File: config.mk
export PLATFORM = sky130hd
export DESIGN_NAME = mem_arbiter
export DESIGN_NICKNAME = d
export VERILOG_FILES = /design/src/rtl/mem_arbiter.sv
export SDC_FILE = /design/constraint.sdc
export NUM_CORES = 1
export LEC_CHECK = 0
export ABC_CLOCK_PERIOD_IN_PS = 2500
export BUFFER_PORTS_ARGS = -buffer_cell sky130_fd_sc_hd__buf_4
export CORE_ASPECT_RATIO = 1.75
export CORE_MARGIN = 2
export CORE_UTILIZATION = 25
export DETAILED_ROUTE_END_ITERATION = 7
export GPL_ROUTABILITY_DRIVEN = 1
export MAX_ROUTING_LAYER = met4
export PLACE_DENSITY = 0.55
export SLEW_MARGIN = 30
export SYNTH_ARGS = -nofsm -noshare
export SYNTH_HDL_FRONTEND = slang
export SYNTH_SLANG_ARGS = --single-unit
File: constraint.sdc
create_clock -name clk -period 2.5 [get_ports clk]
set_input_delay 0.25 -clock clk [delete_from_list [all_inputs] [get_ports clk]]
set_output_delay 0.25 -clock clk [all_outputs]
set_load 0.005 [all_outputs]
File: src/rtl/mem_arbiter.sv
// mem_arbiter: round-robin byte-serial RAM/IO arbiter between instruction cache and load/store buffer
module mem_arbiter (
    input  logic        clk,
    input  logic        rst,
    input  logic        rdy,
    input  logic [7:0]  mem_din,
    output logic [7:0]  mem_dout,
    output logic [31:0] mem_a,
    output logic        mem_wr,
    input  logic        io_buffer_full,
    input  logic        flush,
    input  logic        ic_req,
    input  logic [31:0] ic_addr,
    output logic        ic_done,
    output logic [31:0] ic_data,
    input  logic        lsb_req,
    input  logic        lsb_wr,
    input  logic [1:0]  lsb_len,
    input  logic [31:0] lsb_addr,
    input  logic [31:0] lsb_wdata,
    output logic        lsb_done,
    output logic [31:0] lsb_rdata
);
    localparam logic [1:0] IDLE   = 2'd0;
    localparam logic [1:0] IFETCH = 2'd1;
    localparam logic [1:0] LOAD   = 2'd2;
    localparam logic [1:0] STORE  = 2'd3;

    logic [1:0]  state;
    logic [2:0]  cnt, len, idx;
    logic [31:0] base, wdata, rbuf, addr, word, ic_hold, lsb_hold;
    logic        pend, last_lsb;
    logic        rd, st, io_block, rd_issue, wr_go, fin, pick_lsb, grant;

    // cnt counts completed bytes; pend marks a read address issued last cycle whose byte is on mem_din now
    always_comb begin
        rd       = state == IFETCH || state == LOAD;
        st       = state == STORE;
        idx      = cnt + {2'b00, pend};
        addr     = base + {29'd0, idx};
        io_block = addr[17:16] == 2'b11 && io_buffer_full;
        rd_issue = rd && idx < len;
        wr_go    = st && cnt < len && !io_block;
        fin      = rst && rdy && (rd ? pend && cnt == len - 3'd1 && !flush : st && cnt == len);
        pick_lsb = lsb_req && (!ic_req || !last_lsb);
        grant    = state == IDLE && rdy && !flush && (ic_req || lsb_req);
        mem_a    = state == IDLE ? 32'd0 : addr;
        mem_wr   = rst && rdy && wr_go;
        mem_dout = st ? wdata[{cnt[1:0], 3'b000} +: 8] : 8'd0;
        ic_done  = fin && state == IFETCH;
        lsb_done = fin && state != IFETCH;
    end

    // The last read byte is taken straight from mem_din so the word is complete in the done cycle
    always_comb begin
        word = rbuf;
        word[{cnt[1:0], 3'b000} +: 8] = mem_din;
        ic_data   = ic_done ? word : ic_hold;
        lsb_rdata = lsb_done && state == LOAD ? word : lsb_hold;
    end

    // Arbitration, byte sequencing, flush abort and rdy stall handling
    always_ff @(posedge clk) begin
        if (!rst) begin
            state    <= IDLE;
            cnt      <= 3'd0;
            len      <= 3'd0;
            base     <= 32'd0;
            wdata    <= 32'd0;
            rbuf     <= 32'd0;
            pend     <= 1'b0;
            last_lsb <= 1'b0;
        end else if (grant) begin
            state    <= pick_lsb ? (lsb_wr ? STORE : LOAD) : IFETCH;
            len      <= !pick_lsb || lsb_len[1] ? 3'd4 : lsb_len[0] ? 3'd2 : 3'd1;
            base     <= pick_lsb ? lsb_addr : ic_addr;
            wdata    <= lsb_wdata;
            cnt      <= 3'd0;
            rbuf     <= 32'd0;
            pend     <= 1'b0;
            last_lsb <= pick_lsb;
        end else if (rd && flush) begin
            state <= IDLE;
            pend  <= 1'b0;
        end else if (rdy && state != IDLE) begin
            if (fin)
                state <= IDLE;
            if (rd && pend) begin
                rbuf[{cnt[1:0], 3'b000} +: 8] <= mem_din;
                cnt <= cnt + 3'd1;
            end
            if (wr_go)
                cnt <= cnt + 3'd1;
            pend <= rd_issue;
        end else begin
            pend <= 1'b0;
        end
    end

    // Completed words stay visible until the next completion of the same requester
    always_ff @(posedge clk) begin
        if (!rst) begin
            ic_hold  <= 32'd0;
            lsb_hold <= 32'd0;
        end else begin
            if (ic_done)
                ic_hold <= word;
            if (lsb_done && state == LOAD)
                lsb_hold <= word;
        end
    end
endmodule

==> results.json, run 1 <==
{
  "worst_slack_ns": -0.529,
  "dr_wl_met2_mm": 17.3,
  "syn_area_um2": 8420,
  "status": "complete, but fails checks",
  "synth.distinct_cells": 49,
  "whs_ns": 0.0522,
  "ys_seq_area_share_pct": 40.4,
  "synth_most_common_cell": "nand2_1",
  "hpwl_mm": 20.0,
  "post-route-util_pct": 39.5,
  "relSlewSlack_pct": 53.6,
  "yosysWarnings": 0,
  "ir_worst_vdd_mv": 0.486,
  "max_freq_mhz": 330,
  "chipWidth_um": 143,
  "synth_largest_area_cell": "dfxtp_1",
  "ant_nets": 0,
  "clk_pin_slew_ns": 0.07,
  "finalCriticalPeriod_ns": 3.03,
  "die_area_um2": 35200,
  "ctsRootBufferMaster": "clkbuf_16",
  "post-route-period-util_pct": 121,
  "drt_iter0_drc": 429,
  "synth_commonest_cells": "nand2_1 (186), dfxtp_1 (170), and2_1 (79), nor2_1 (70), o21ai_0 (61)",
  "grt_first_pass_wirelength_mm": 45.2,
  "clk_latency_ns": 0.45,
  "ys_ff_latch": 170,
  "min_path_type": "in2reg",
  "drc": 0,
  "antenna_found_initial": 1,
  "via_per_inst": 4.59,
  "grt_start_max_net_pins": 76,
  "synth.mux.area_fraction_pct": 6.30,
  "wl_met3_um": 849,
  "p_per_area_nw_per_um2": 451,
  "cp.arrival_ns": 2.78,
  "wl_met1_mm": 10.4,
  "synthSimpleGateAreaFrac_pct": 24.8,
  "start_util_pct": 25.1,
  "rows": 89,
  "crit_required_ns": 2.25,
  "async_flop_share_pct": 0,
  "hold_viol": 0,
  "cts_inserted_buffers": 17,
  "numPortBuffers": 220,
  "die_h_um": 247,
  "gr-total-overflow": 0,
  "boundaryPins": 221,
  "track_usage_pct": 17.4,
  "path_cells": "ha_4 > ha_4 > xor2_4 > ha_4 > a21o_1 > and3_4 > nand4_4 > or3_4 > a21oi_2 > buf_4",
  "synth-xor-area-share_pct": 3.07,
  "synth_edf_count": 0,
  "tightest_slew_ns": 0.696,
  "leakagePower_nw": 5.70,
  "final_nets": 1414,
  "firstDrtPassIters": 4,
  "critPathSlowestCell": "or3_4",
  "drive_above_1_share_pct": 41.7,
  "clockBufferDepth": 2,
  "synth_area_leaders": "dfxtp_1 (40%), nand2_1 (8.3%), and2_1 (5.9%), mux2i_1 (4.2%), o211a_1 (3.8%)",
  "cts_tree": "yes",
  "routedWlPerCell_um": 17.0,
  "cpMostUsedCell": "ha_4",
  "synth_top_family_by_area": "simple AND/OR/NAND/NOR gates",
  "nFillCells": 3369,
  "endpoint_kind": "output pin",
  "violations": "setup timing",
  "yosysTopAreaCellShare_pct": 40.4,
  "h-tree-depth": 4,
  "path_max_fanout": 8,
  "synth_compound_area_share_pct": 17.9,
  "place.gp.congestion": 0.784,
  "slowest_delay_ns": 0.43,
  "highest_layer": "met4",
  "crit_type": "reg2out",
  "cp-start-kind": "flip-flop",
  "first_global_vias": 8205,
  "skew_ns": 0.0108,
  "ys.flop_type": "dfxtp_1",
  "drv_slew": 0,
  "synth.avg_cell_area_um2": 8.43,
  "wirelength_mm": 29.6,
  "synthCells": 999,
  "vias": 8013,
  "drv.max_cap_violation_count": 0,
  "area_delta_synth_final_pct": 57.2,
  "core-area_um2": 33500,
  "final-setup-viol-count": 98,
  "rsz0062_at_grt": "yes",
  "synthAdderAreaFrac_pct": 3.36,
  "syn-num-nets": 1135,
  "cts_sinks": 170
}
repair_timing:
| action | in CTS | in global routing |
|---|---|---|
| setup endpoints to repair | 98 | 133 |
| setup buffers | 27 | 11 |
| pin swaps | 43 | 20 |
| resized for setup | 280 | 49 |
| hold buffers | 0 | 0 |
| gates cloned | 12 | 0 |
state kept, by name, indices dropped and copies added, names as in the netlist:
name / count
pend: 1
len: 3
state: 2
wdata: 32
ic_hold: 32
last_lsb: 1
rbuf: 32
base: 32
lsb_hold: 32
cnt: 3
layout make-up:
cell class / instances / area [um2] / area share, %
repair buffers: 329 / 3020 / 22.8
diodes: 1 / 2.50 / 0.0189
multi-input cells: 744 / 5620 / 42.5
clock inverters: 14 / 116 / 0.879
flip-flops and latches: 170 / 3420 / 25.8
inverters: 16 / 62.6 / 0.472
well taps: 455 / 569 / 4.30
clock buffers: 18 / 429 / 3.24
layout by cell type, fill, tap and decap left out, types with 8 or more instances in the layout:
master	Yosys	final
buf_4	1	260
ha_1	21	12
clkbuf_16	0	17
inv_1	16	12
o21ai_2	0	33
a22oi_1	34	34
xnor2_1	16	16
o211a_1	32	32
nand2_2	0	28
and2_1	79	78
nand3_1	9	9
xor2_1	11	9
a21boi_0	36	34
o21ai_4	0	25
a21oi_1	38	31
mux2i_1	35	35
ha_4	0	8
nor2_1	70	66
dfxtp_1	170	162
mux4_2	8	8
o21ai_1	13	9
buf_6	0	43
buf_12	0	12
nand2_1	186	140
nor2b_1	39	39
buf_16	0	8
nand2_4	0	18
worst paths after layout:
kind                          startpoint                endpoint  slack (ns)  cells after the start
hold / removal                lsb_len[1]     len[2]$_SDFFE_PN0P_        0.05                      3
hold reg to reg   wdata[21]$_SDFFE_PN0P_  wdata[21]$_SDFFE_PN0P_        0.46                      2
setup / recovery     cnt[0]$_SDFFE_PP0P_               mem_a[20]       -0.53                     10
setup reg to reg     cnt[0]$_SDFFE_PP0P_     cnt[1]$_SDFFE_PP0P_       -0.08                     12
layer usage:
metal,vias up,GRT usage [%]
met1,3809,16.5
li1,3984,-
met2,176,34.0
met5,-,-
met3,44,2.52
met4,0,8.27
report_power, final:
group	internal (mW)	switching (mW)	leakage (nW)
Clock	1.29	1.23	0.261
Sequential	2.77	0.0638	1.38
Combinational	0.308	0.310	4.06
Total	4.37	1.60	5.70
through the flow:
| stage | setup TNS [ns] | power, mW | area (um2) | setup WS [ns] | instances |
|---|---|---|---|---|---|
| floorplan | -0.00777 | 3.19 | 8430 | -0.00777 | 999 |
| global placement | -2.22 | 3.48 | 10900 | -0.212 | 1665 |
| detailed placement | -3.10 | 3.49 | 10900 | -0.255 | 1665 |
| CTS | -39.17 | 6.05 | 12900 | -0.572 | 1735 |
| global route | -50.90 | 6.22 | 13200 | -0.667 | 1747 |
| finish | -36.71 | 5.97 | 13200 | -0.529 | 1747 |
critical path, delay by kind of cell, from the launching register on:
kind            cells  cell delay [ns]
xor+xnor            1             0.16
compound gates      2             0.26
buf+inv             1             0.12
fa+ha+maj           3             0.61
flops               1             0.34
simple gates        3             0.85
kinds of logic (layout without fill, tap and decap cells):
| family | Yosys count | after routing |
|---|---|---|
| flip-flops | 170 | 170 |
| AO/OA/AOI/OAI | 223 | 224 |
| adder cells (fa/ha/maj) | 22 | 22 |
| multiplexers | 43 | 43 |
| other | 0 | 1 |
| buffers and inverters | 86 | 377 |
| AND/OR/NAND/NOR | 427 | 427 |
| XOR/XNOR | 28 | 28 |
(Power assumes the default switching activity.)
==> run 2: changes to the inputs <==
Settings changed: CORE_UTILIZATION 25 to 42, PLACE_DENSITY 0.55 to 0.78, SKIP_LAST_GASP set to 1.
==> results.json, run 2 (same netlist as run 1, synthesis figures left out) <==
{
  "status": "complete, but fails checks",
  "violations": "setup timing",
  "intPower_mw": 4.56,
  "cp-start-kind": "flip-flop",
  "area_delta_synth_final_pct": 58.2,
  "grt_start_max_net_pins": 98,
  "die_area_um2": 21300,
  "chipWidth_um": 111,
  "met3_usage_pct": 5.07,
  "firstDrtPassIters": 4,
  "layout_commonest_cell": "buf_4",
  "clockBufferDepth": 2,
  "post-route-period-util_pct": 120,
  "grt_first_pass_wirelength_mm": 44.6,
  "boundaryPins": 221,
  "final_cell_mix": "buf_4 (248), dfxtp_1 (164), nand2_1 (141), and2_1 (78), nor2_1 (65)",
  "drive_above_1_share_pct": 42.6,
  "ctsRootBufferMaster": "clkbuf_16",
  "drv_slew": 0,
  "crit_type": "reg2out",
  "hold_viol": 0,
  "skew_ns": 0.0159,
  "core-area_um2": 19700,
  "drc": 0,
  "ant_nets": 0,
  "crit_required_ns": 2.25,
  "cts_tree": "yes",
  "final-setup-viol-count": 100,
  "start_util_pct": 42.7,
  "ir_worst_vdd_mv": 0.490,
  "vias": 8325,
  "hpwl_mm": 16.8,
  "place_inst": 1437,
  "final_cell_count_no_fill": 1530,
  "drv.max_cap_violation_count": 0,
  "finalPower_mw": 6.11,
  "routedWlPerCell_um": 19.1,
  "gr-total-overflow": 0,
  "place.gp.congestion": 0.863,
  "drt_iter0_drc": 369,
  "numPortBuffers": 220,
  "leakagePower_nw": 5.80,
  "pre_cts_slack_ns": -0.219,
  "hold_buffers": 0,
  "clk_latency_ns": 0.44,
  "max_freq_mhz": 333,
  "worst_slack_ns": -0.504,
  "h-tree-depth": 4,
  "final_nets": 1408,
  "cts_inserted_buffers": 17,
  "rows": 68,
  "use_met2_pct": 52.5,
  "antenna_found_initial": 0,
  "cp.arrival_ns": 2.75,
  "clk_pin_slew_ns": 0.08,
  "top_usage_layer": "met2",
  "diodes": 0,
  "clockPowerShare_pct": 43.7,
  "finalCriticalPeriod_ns": 3.00,
  "seqPwrFrac_pct": 46.6,
  "path_max_fanout": 6,
  "p_comb_share_pct": 9.7,
  "use_met1_pct": 25.3,
  "via_per_inst": 5.44,
  "relSlewSlack_pct": 48.1,
  "cts_sinks": 170,
  "worstRegToRegCells": 16,
  "track_usage_pct": 27.5,
  "die_h_um": 191,
  "endpoint_kind": "output pin",
  "hold_depth": 3,
  "first_global_vias": 8604,
  "switchingPower_mw": 1.55,
  "p_per_area_nw_per_um2": 459,
  "min_path_type": "in2reg",
  "netSwitchingFraction_pct": 25.4,
  "rsz0062_at_grt": "yes",
  "wirelength_mm": 29.2,
  "tightest_slew_ns": 0.779
}
run 2: routing by layer:
layer | routed length, um | vias up
met4 | 1510 | 0
met5 | 0 | -
met1 | 9840 | 3969
met2 | 16500 | 301
li1 | - | 3950
met3 | 1330 | 105
run 2: final cells by class:
class	count	area [um2]
Clock buffer	17	425
Fill cell	1443	6410
Inverter	16	62.6
Multi-Input combinational cell	743	5840
Timing Repair Buffer	324	3110
Tap cell	245	307
Clock inverter	15	160
Sequential cell	170	3420
run 2: metrics by stage:
stage	TNS (ns)	hold WS, ns	util (%)	area [um2]
after floorplan	-0.00777	0.395	-	8430
final	-30.92	0.0716	67.5	13300
after CTS	-32.93	0.0594	66.7	13200
after global placement	-1.08	0.451	53.2	10500
after global routing	-40.05	0.0675	67.5	13300
after detailed placement	-2.90	0.458	53.2	10500
run 2: worst paths after layout:
kind / start / to / slack, ns
worst min register to register: wdata[17]$_SDFFE_PN0P_ / wdata[17]$_SDFFE_PN0P_ / 0.47
worst max-delay path: pend$_SDFF_PP0_ / mem_a[25] / -0.50
worst min-delay path: lsb_wdata[16] / wdata[16]$_SDFFE_PN0P_ / 0.07
worst max register to register: cnt[0]$_SDFFE_PP0P_ / lsb_hold[30]$_SDFF_PN0_ / -0.26
run 2: critical path, stage by stage (launching register included):
cell and delay (ns):
dfxtp_2 0.34, ha_4 0.16, ha_4 0.17, xor2_4 0.16, ha_4 0.28, nand3_2 0.09, o21ai_4 0.20, nand4_4 0.20
buf_6 0.20, nor3_4 0.12, xnor2_1 0.15, nor2_1 0.09, buf_4 0.15
run 2: power groups by stage:
| stage | Sequential (mW) | Clock [mW] | Combinational [mW] |
|---|---|---|---|
| after global placement | 2.90 | 0 | 0.541 |
| after detailed placement | 2.90 | 0 | 0.550 |
| after CTS | 2.84 | 2.70 | 0.577 |
| after global routing | 2.86 | 2.81 | 0.641 |
| final | 2.85 | 2.67 | 0.592 |
| after floorplan | 2.88 | 0 | 0.306 |
run 2: repair_timing:
action                                  4_1_cts  5_1_grt
pin swaps                                    87       23
buffers inserted                             40        7
endpoints found under the setup margin       98      118
gates resized for setup                     357       22
cloned                                       16        0
hold endpoints to repair                      0        0
==> run 3: changes to the inputs <==
Settings changed: CTS_BUF_LIST set to sky130_fd_sc_hd__clkbuf_16, TNS_END_PERCENT set to 20.
==> results.json, run 3 (same netlist as run 1, synthesis figures left out) <==
{
  "first_global_vias": 7536,
  "cp-start-kind": "flip-flop",
  "violations": "setup timing",
  "drive_above_1_share_pct": 28.8,
  "grt_start_max_net_pins": 98,
  "cts_sinks": 170,
  "chipWidth_um": 111,
  "drc": 0,
  "worst_slack_ns": -0.467,
  "final-setup-viol-count": 98,
  "relSlewSlack_pct": 47.7,
  "clk_pin_slew_ns": 0.08,
  "via_per_inst": 5.14,
  "hold_viol": 0,
  "skew_ns": 0.0186,
  "stdcell_area_um2": 11400,
  "rows": 68,
  "rsz0062_at_grt": "yes",
  "area_delta_synth_final_pct": 35.3,
  "crit_start": "pend$_SDFF_PP0_",
  "boundaryPins": 221,
  "cp.arrival_ns": 2.72,
  "final_nets": 1354,
  "numPortBuffers": 220,
  "finalCriticalPeriod_ns": 2.97,
  "leakagePower_nw": 5.09,
  "r2r_start": "cnt[0]$_SDFFE_PP0P_",
  "h-tree-depth": 4,
  "firstDrtPassIters": 7,
  "ir_worst_vdd_mv": 0.459,
  "path_max_fanout": 6,
  "vias": 7592,
  "track_usage_pct": 21.9,
  "dpl_cell_area_um2": 10500,
  "ctsRootBufferMaster": "clkbuf_16",
  "diodes": 0,
  "crit_type": "reg2out",
  "hpwl_mm": 16.8,
  "max_freq_mhz": 337,
  "start_util_pct": 42.7,
  "gr-total-overflow": 0,
  "ant_nets": 0,
  "post-route-period-util_pct": 119,
  "die_area_um2": 21300,
  "endpoint_kind": "output pin",
  "routedWlPerCell_um": 15.5,
  "p_per_area_nw_per_um2": 530,
  "crit_required_ns": 2.25,
  "layout_commonest_cell": "buf_4",
  "place.gp.congestion": 0.863,
  "antenna_found_initial": 0,
  "drt_iter0_drc": 320,
  "tightest_slew_ns": 0.784,
  "final_cell_mix": "buf_4 (263), nand2_1 (186), dfxtp_1 (167), and2_1 (79), nor2_1 (68)",
  "cts_inserted_buffers": 17,
  "clockBufferDepth": 2,
  "drv_slew": 0,
  "post-route-util_pct": 57.7,
  "min_path_type": "in2reg",
  "drv.max_cap_violation_count": 0,
  "pre_cts_slack_ns": -0.219,
  "clk_latency_ns": 0.44,
  "die_h_um": 191,
  "wirelength_mm": 22.9,
  "grt_first_pass_wirelength_mm": 36.4,
  "hp-start": "lsb_wdata[16]",
  "cts_tree": "yes",
  "status": "complete, but fails checks",
  "core-area_um2": 19700,
  "hold_buffers": 0
}
run 3: cell count changes in the layout (fill, tap and decap cells not counted), sizes merged:
cell  before  now
buf      324  270
run 3: critical path: stages (launching register included):
cell	delay [ns]
dfxtp_2	0.34
ha_4	0.16
ha_4	0.16
xor2_2	0.16
ha_4	0.30
nand3_4	0.08
o21ai_4	0.20
nand4_4	0.20
buf_6	0.19
nor3_4	0.12
xnor2_1	0.15
nor2_1	0.06
buf_4	0.15
run 3: layout make-up:
class                   instances  area [um2]
fillers                      1785        8340
multi-input cells             743        4940
flip-flops and latches        170        3410
clock inverters                15         160
clock buffers                  17         425
inverters                      16        60.1
repair buffers                270        2090
well taps                     245         307
run 3: worst paths after layout:
check,end,slack [ns],depth (start not counted)
setup / recovery,mem_a[25],-0.47,12
hold / removal,wdata[16]$_SDFFE_PN0P_,0.08,3
setup reg to reg,cnt[1]$_SDFFE_PP0P_,-0.19,12
hold reg to reg,wdata[21]$_SDFFE_PN0P_,0.46,2
run 3: layer usage:
metal  global-route usage, %  part of all wire [%]  vias to the layer above
met5                       -                     0                        -
met4                    10.4                   3.6                        0
met3                    3.99                   4.0                       61
li1                        -                     -                     3837
met2                    41.5                    55                      212
met1                    21.3                    37                     3482
run 3: power breakdown:
group          internal, mW  total (mW)  leakage, nW  switching [mW]
clock                  1.49        2.64        0.279            1.15
sequential             2.77        2.85         1.38          0.0738
combinational         0.287       0.558         3.44           0.271
total                  4.55        6.04         5.09            1.50
run 3: what timing repair did:
action,4_1_cts,5_1_grt
endpoints found under the setup margin,98,102
gates resized for setup,37,16
buffers inserted,8,0
cloned,0,0
pin swaps,15,7
run 3: stage by stage:
stage,TNS (ns),cells,power (mW),hold WS [ns]
5_1_grt,-43.58,1476,6.26,0.0739
6_report,-28.66,1476,6.04,0.0766
4_1_cts,-35.47,1476,6.10,0.0594
2_1_floorplan,-0.00777,999,3.19,0.395
3_3_place_gp,-1.08,1437,3.44,0.451
3_5_place_dp,-2.90,1437,3.45,0.458
